==> config.mk <==
export PLATFORM = sky130hd
export DESIGN_NAME = ccff_config_loader_flat
export DESIGN_NICKNAME = d
export VERILOG_FILES = /design/src/rtl/ccff_config_loader_if.sv /design/src/rtl/ccff_config_loader.sv /design/src/flat_wrapper.sv
export SDC_FILE = /design/constraint.sdc
export NUM_CORES = 1
export LEC_CHECK = 0
export ABC_AREA = 1
export CORE_UTILIZATION = 45
export CTS_BUF_LIST = sky130_fd_sc_hd__clkbuf_4 sky130_fd_sc_hd__clkbuf_8
export DETAILED_ROUTE_END_ITERATION = 6
export PLACE_DENSITY = 0.78
export SYNTH_ARGS = -nofsm -noshare
export SYNTH_HDL_FRONTEND = slang
export SYNTH_SLANG_ARGS = --single-unit
export TNS_END_PERCENT = 20
==> constraint.sdc <==
create_clock -name clk -period 1.75 [get_ports clk]
set_clock_uncertainty 0.15 [all_clocks]
set_input_delay 0.4375 -clock clk [delete_from_list [all_inputs] [get_ports clk]]
set_output_delay 0.4375 -clock clk [all_outputs]
set_load 0.1 [all_outputs]
==> src/rtl/ccff_config_loader_if.sv <==
// Byte-stream handshake between host logic and the configuration-chain loader.
// The host (master) offers configuration bytes and receives readback bytes
// captured from the chain tail. The loader (slave) accepts the bytes and
// returns the readback.
interface ccff_config_loader_if;
   logic [7:0] in_data;
   logic       in_valid;
   logic       in_ready;
   logic [7:0] tail_data;
   logic       tail_valid;

   modport master (
      output in_data, in_valid,
      input  in_ready, tail_data, tail_valid
   );

   modport slave (
      input  in_data, in_valid,
      output in_ready, tail_data, tail_valid
   );
endinterface

==> src/rtl/ccff_config_loader.sv <==
// Configuration-chain loader for fpga_top.
// Takes bytes over a valid/ready handshake and shifts them LSB-first into the
// chain on a locally generated prog_clk. It captures the bits falling out of
// the chain tail as readback bytes, and it holds the fabric in reset until
// exactly CHAIN_LEN bits have been shifted.
module ccff_config_loader #(
   parameter int CHAIN_LEN = 64,
   parameter int PROG_DIV  = 2,
   parameter int CNT_W     = $clog2(CHAIN_LEN + 1)
) (
   input  logic                clk,
   input  logic                reset,
   input  logic                start,
   ccff_config_loader_if.slave bus,
   output logic                prog_clk,
   output logic                ccff_head,
   input  logic                ccff_tail,
   output logic                busy,
   output logic                done,
   output logic                fpga_rst,
   output logic [CNT_W-1:0]    bit_count
);

   localparam int               DIV_W    = (PROG_DIV > 1) ? $clog2(PROG_DIV) : 1;
   localparam logic [DIV_W-1:0] DIV_LAST = DIV_W'(PROG_DIV - 1);
   localparam logic [CNT_W-1:0] CNT_LAST = CNT_W'(CHAIN_LEN - 1);

   typedef enum logic [2:0] {
      S_IDLE,
      S_LOAD,
      S_SHIFT_LO,
      S_SHIFT_HI,
      S_DONE
   } state_t;

   state_t           state;
   logic [7:0]       shreg;          // bits of the current byte still to be shifted
   logic [7:0]       acc;            // tail bits collected for the current byte
   logic [3:0]       k;              // bit index within the current byte
   logic [3:0]       bits_this_byte; // 8, or fewer for the final partial byte
   logic [DIV_W-1:0] div_cnt;        // clk cycles spent in the current prog_clk phase
   logic [CNT_W-1:0] remaining;
   logic             div_last;

   assign remaining = CNT_W'(CHAIN_LEN) - bit_count;
   assign div_last  = (div_cnt == DIV_LAST);

   // Single sequencer: every output is a register updated together with the state.
   always_ff @(posedge clk) begin
      if (reset) begin
         state          <= S_IDLE;
         prog_clk       <= 1'b0;
         ccff_head      <= 1'b0;
         bus.in_ready   <= 1'b0;
         bus.tail_data  <= '0;
         bus.tail_valid <= 1'b0;
         busy           <= 1'b0;
         done           <= 1'b0;
         fpga_rst       <= 1'b1;
         bit_count      <= '0;
         // NOTE: the datapath registers are cleared as well. Only the control
         // state strictly needs a reset, but clearing these keeps readback free
         // of X after an aborted load.
         shreg          <= '0;
         acc            <= '0;
         k              <= '0;
         bits_this_byte <= '0;
         div_cnt        <= '0;
      end else begin
         // NOTE: non-blocking everywhere, so every decision in this cycle
         // sees the values the registers held before the clock edge.
         bus.tail_valid <= 1'b0;
         case (state)
            S_IDLE, S_DONE: begin
               if (start) begin
                  state        <= S_LOAD;
                  bit_count    <= '0;
                  bus.in_ready <= 1'b1;
                  busy         <= 1'b1;
                  done         <= 1'b0;
                  fpga_rst     <= 1'b1;
               end
            end

            S_LOAD: begin
               if (bus.in_valid && bus.in_ready) begin
                  shreg          <= bus.in_data;
                  ccff_head      <= bus.in_data[0];
                  acc            <= '0;
                  k              <= '0;
                  div_cnt        <= '0;
                  bits_this_byte <= (32'(remaining) >= 32'd8) ? 4'd8 : 4'(remaining);
                  bus.in_ready   <= 1'b0;
                  state          <= S_SHIFT_LO;
               end
            end

            S_SHIFT_LO: begin
               if (div_last) begin
                  acc[k[2:0]] <= ccff_tail;
                  prog_clk    <= 1'b1;
                  div_cnt     <= '0;
                  state       <= S_SHIFT_HI;
               end else begin
                  div_cnt <= div_cnt + 1'b1;
               end
            end

            S_SHIFT_HI: begin
               if (div_last) begin
                  prog_clk  <= 1'b0;
                  div_cnt   <= '0;
                  bit_count <= bit_count + 1'b1;
                  k         <= k + 4'd1;
                  shreg     <= shreg >> 1;
                  if (k + 4'd1 == bits_this_byte) begin
                     bus.tail_data  <= acc;
                     bus.tail_valid <= 1'b1;
                     if (bit_count == CNT_LAST) begin
                        state    <= S_DONE;
                        busy     <= 1'b0;
                        done     <= 1'b1;
                        fpga_rst <= 1'b0;
                     end else begin
                        state        <= S_LOAD;
                        bus.in_ready <= 1'b1;
                     end
                  end else begin
                     // Data changes together with the falling edge of prog_clk.
                     ccff_head <= shreg[1];
                     state     <= S_SHIFT_LO;
                  end
               end else begin
                  div_cnt <= div_cnt + 1'b1;
               end
            end

            default: state <= S_IDLE;
         endcase
      end
   end

endmodule

==> src/flat_wrapper.sv <==
// flat-port wrapper written by rule: the top's interface ports become plain ports
module ccff_config_loader_flat 
#(
   parameter int CHAIN_LEN = 64,
   parameter int PROG_DIV  = 2,
   parameter int CNT_W     = $clog2(CHAIN_LEN + 1)
)
  (clk, reset, start, prog_clk, ccff_head, ccff_tail, busy, done, fpga_rst, bit_count, bus_in_data, bus_in_valid, bus_in_ready, bus_tail_data, bus_tail_valid);
  ccff_config_loader_if bus_i ();
  input  logic clk;
  input  logic reset;
  input  logic start;
  output logic prog_clk;
  output logic ccff_head;
  input  logic ccff_tail;
  output logic busy;
  output logic done;
  output logic fpga_rst;
  output logic [CNT_W-1:0] bit_count;
  input wire logic [$bits(bus_i.in_data)-1:0] bus_in_data;
  input wire logic [$bits(bus_i.in_valid)-1:0] bus_in_valid;
  output wire logic [$bits(bus_i.in_ready)-1:0] bus_in_ready;
  output wire logic [$bits(bus_i.tail_data)-1:0] bus_tail_data;
  output wire logic [$bits(bus_i.tail_valid)-1:0] bus_tail_valid;
  assign bus_i.in_data = bus_in_data;
  assign bus_i.in_valid = bus_in_valid;
  assign bus_in_ready = bus_i.in_ready;
  assign bus_tail_data = bus_i.tail_data;
  assign bus_tail_valid = bus_i.tail_valid;
  ccff_config_loader #(.CHAIN_LEN(CHAIN_LEN), .PROG_DIV(PROG_DIV), .CNT_W(CNT_W)) u_core (.clk(clk), .reset(reset), .start(start), .bus(bus_i), .prog_clk(prog_clk), .ccff_head(ccff_head), .ccff_tail(ccff_tail), .busy(busy), .done(done), .fpga_rst(fpga_rst), .bit_count(bit_count));
endmodule
==> summary.md <==
| Metric | Value |
|---|---|
| Post-placement cell count | 450 |
| Total GRT Usage | ~22% |
| Drt pass-1 iters | 4 |
| CP Max Fanout | 4 |
| Hold depth | 2 |
| Slew headroom | 79.8% |
| Leakage | 1.40 nW |
| Power Internal | between 2 and 2.5 mW |
| Pins Over Slew Limit | 0 |
| Post-synth top area cell | dfxtp_1 |
| Initial antenna violation count | 0 |
| CP Capture Type | flip-flop |
| Core area | 4880 sq um |
| Period utilization | 104% |
| Pre-CTS setup slack | -0.216 ns |
| Die Width | between 70 and 80 microns |
| Vias | about 2400 |
| Top-area cell type share of the netlist area | 41.9% |
| Area post-placement | about 3200 sq um |
| Final wirelength | 6.00 mm |
| Global-route wire length before repair | roughly 9.5 mm |
| Layout cells sized above 1 | 30.7% |
| Global placement routability congestion | 0.843 |
| Synthesized Nets | 346 |
| Reg2reg end | u_core.bus.tail_data[1] |
| Max_cap viols | 0 |
| Kind of critical path | flip-flop to flip-flop |
| Layout Nets | about 410 |
| NetSw | 1.42 mW |
| Reg2Reg Setup Slack | -0.07 ns |
| Mapped cell area | 2340 sq um |
| Top post-synthesis cells by area | dfxtp_1, nand2_1, a21oi_1 |
| Final WS setup | -0.0670 ns |
| Run status | finished with violations |
| Vias in the first global route | 2226 |
| Flops & latches, synth | 49 |
| Die height | ~74 microns |
| Fill cells | 362 |
| Min-delay src | u_core.acc[4] |
| CTS H-tree lvls | 2 |
| Failing checks | setup timing |
| DR DRC count | 0 |
| Clock buffer depth | 2 |
| Reg power frac | 35.3% |
| Power Density | around 1100 nW/um^2 |
| Primary FF master, synth | dfxtp_1 |
| Hold Path Class | flip-flop to flip-flop |
| Sw Ratio | 38.0% |
| DR iter-0 viols | 250 |
| Crit path DAT | 1.87 ns |
| # diodes | 0 |
| Worst EP required | approximately 1.8 ns |
| Row count | 25 |
| Clock share of power | 25.5% |
| Tot Pwr | 3.74 mW |
| Reg clk slew, reported paths | 0.09 ns |
| Die footprint | 5500 sq um |
| Vias per cell | 5.23 |
| Port bufs | 34 |
| Area Growth Syn to Fin | 49.2% |
| Period minus WS final | 1.82 ns |
| Yosys warnings | 0 |
| Worst Hold Path EP | u_core.acc[4] |
| Logic pwr share | 39.2% |
| I/O pins | 35 |
| Gate Count Post-Synth | 330 |
| Worst r2r src | u_core.k[1] |
| Cts bufs inserted | 5 |
| Fin cells | 465 |
| Wirelength per Cell | 12.9 microns |
| Clock sinks | 49 |
| Register area share after synthesis | 41.9% |
| Fin area | between 3000 and 4000 sq um |
| Number of distinct library cells after synthesis | 28 |
| Max Clk Rate | approximately 550 MHz |
| Dpl hpwl | between 4 and 5 mm |
| R2r worst-path depth | 9 |
| Clock root cell | clkbuf_8 |
| Peak supply drop | 0.842 mV |
| Largest net degree at the start of global routing | 16 |
| Mapped Avg Cell Area | ~7.1 sq um |
| EDFF count, synth | 0 |
| Cts hold-fix bufs | 0 |
| Fin util | between 70% and 80% |
| Hold Fails Final Rpt | 0 |
| CP startpoint kind | flip-flop |
| Final setup fails | 8 |
| RSZ-0062 raised after global routing | true |
| Clk Latency, worst-skew pair | approximately 0.31 ns |
| Total grt overflow | 0 |
| Initial Util | 48.0% |
| Least-Margin Pin Slew | roughly 0.3 ns |
| Synth async-reset ratio | 0% |
| TritonCTS clock tree | yes |
| ANT nets after route | 0 |
==> layout make-up <==
type	count	area, sq um	share of cell area [%]
flip-flops and latches	49	1010	28.8
repair buffers	71	865	24.7
repair inverters	1	7.51	0.215
clock buffers	5	68.8	1.97
inverters	35	139	3.97
multi-input cells	234	1260	36.1
well taps	67	83.8	2.40
clock inverters	3	65.1	1.86
==> what timing repair did <==
action / CTS / global route
pin swaps: 10 / 15
gates cloned: 0 / 1
hold endpoints to repair: 0 / 0
gates resized for setup: 15 / 34
endpoints found under the setup margin: 20 / 33
buffers inserted: 3 / 3
==> cells in the final DEF, fill, tap and decap left out, types with 7 or more instances in the layout <==
master,count
nand2_1,65
buf_4,30
nand3_1,20
a21oi_1,34
clkdlybuf4s50_1,12
dfxtp_1,37
buf_6,7
inv_2,7
dfxtp_2,8
o21ai_0,22
inv_1,26
nor3_1,10
nor2_1,22
nor2_4,8
nand4_1,9
buf_12,22
==> cell usage after synthesis, drive strengths merged, types with 2 or more instances <==
cell type,n
a21oi,36
a31oi,6
buf,7
clkbuf,5
dfxtp,49
ha,3
inv,34
nand2,73
nand3,23
nand4,9
nor2,35
nor3,11
o21a,2
o21ai,32
xnor2,2
==> how the worst max path moves through the flow <==
stage	startpoint	end	depth (start not counted)
2_1_floorplan	u_core.bus.in_ready	u_core.acc[4]	8
3_3_place_gp	bus_in_valid	u_core.acc[2]	8
3_5_place_dp	bus_in_valid	u_core.acc[4]	8
4_1_cts	u_core.k[1]	u_core.bus.tail_data[1]	9
5_1_grt	u_core.k[1]	u_core.bus.tail_data[7]	10
6_report	u_core.k[1]	u_core.bus.tail_data[1]	9
==> power by group through the flow <==
stage | Sequential [mW] | Combinational (mW) | Clock, mW
after floorplan | 1.56 | 0.722 | 0
after global placement | 1.33 | 1.36 | 0
after detailed placement | 1.33 | 1.40 | 0
after CTS | 1.31 | 1.41 | 0.956
after global routing | 1.33 | 1.59 | 1.01
final | 1.32 | 1.47 | 0.951
==> logic make-up (layout without fill, tap and decap cells) <==
family / Yosys count / in the layout / share of synthesized area, %
AO/OA/AOI/OAI: 77 / 77 / 17.4
flip-flops: 49 / 49 / 41.9
XOR/XNOR: 2 / 2 / 0.748
buffers and inverters: 47 / 115 / 8.65
adder cells (fa/ha/maj): 3 / 3 / 1.60
multiplexers: 1 / 1 / 0.427
AND/OR/NAND/NOR: 151 / 151 / 29.3
==> routing by layer <==
layer	vias up	global-route usage, %	wire length (microns)
met2	73	40.1	3060
met1	1118	26.9	2540
met5	-	0	0
li1	1229	-	-
met4	0	8.76	125
met3	12	3.39	264
==> through the flow <==
stage               TNS, ns  hold slack (ns)
floorplan           -0.0155            0.290
global placement      -5.02            0.300
detailed placement    -6.04            0.307
CTS                  -0.355            0.320
global route          -1.07            0.341
finish               -0.420            0.321
==> critical path, cell delays in order (launching register included) <==
cell and delay [ns]:
dfxtp_2 0.35, ha_4 0.28, xnor2_2 0.11, nand2_2 0.08, nor2_4 0.16, nand2_4 0.08, nor2_4 0.19, clkinvlp_4 0.17
nor2_1 0.11, nor2_1 0.05
==> sequential cells by signal, indices dropped and copies added (netlist names) <==
| name | flops |
|---|---|
| u_core.acc | 8 |
| u_core.bus.tail_data | 8 |
| u_core.bit_count | 7 |
| u_core.shreg | 7 |
| u_core.bits_this_byte | 4 |
| u_core.k | 4 |
| u_core.state | 3 |
| u_core.bus.in_ready | 1 |
| u_core.bus.tail_valid | 1 |
| u_core.busy | 1 |
| u_core.ccff_head | 1 |
| u_core.div_cnt | 1 |
| u_core.done | 1 |
| u_core.fpga_rst | 1 |
| u_core.prog_clk | 1 |
No activity file was read; power rests on OpenSTA's default activity.
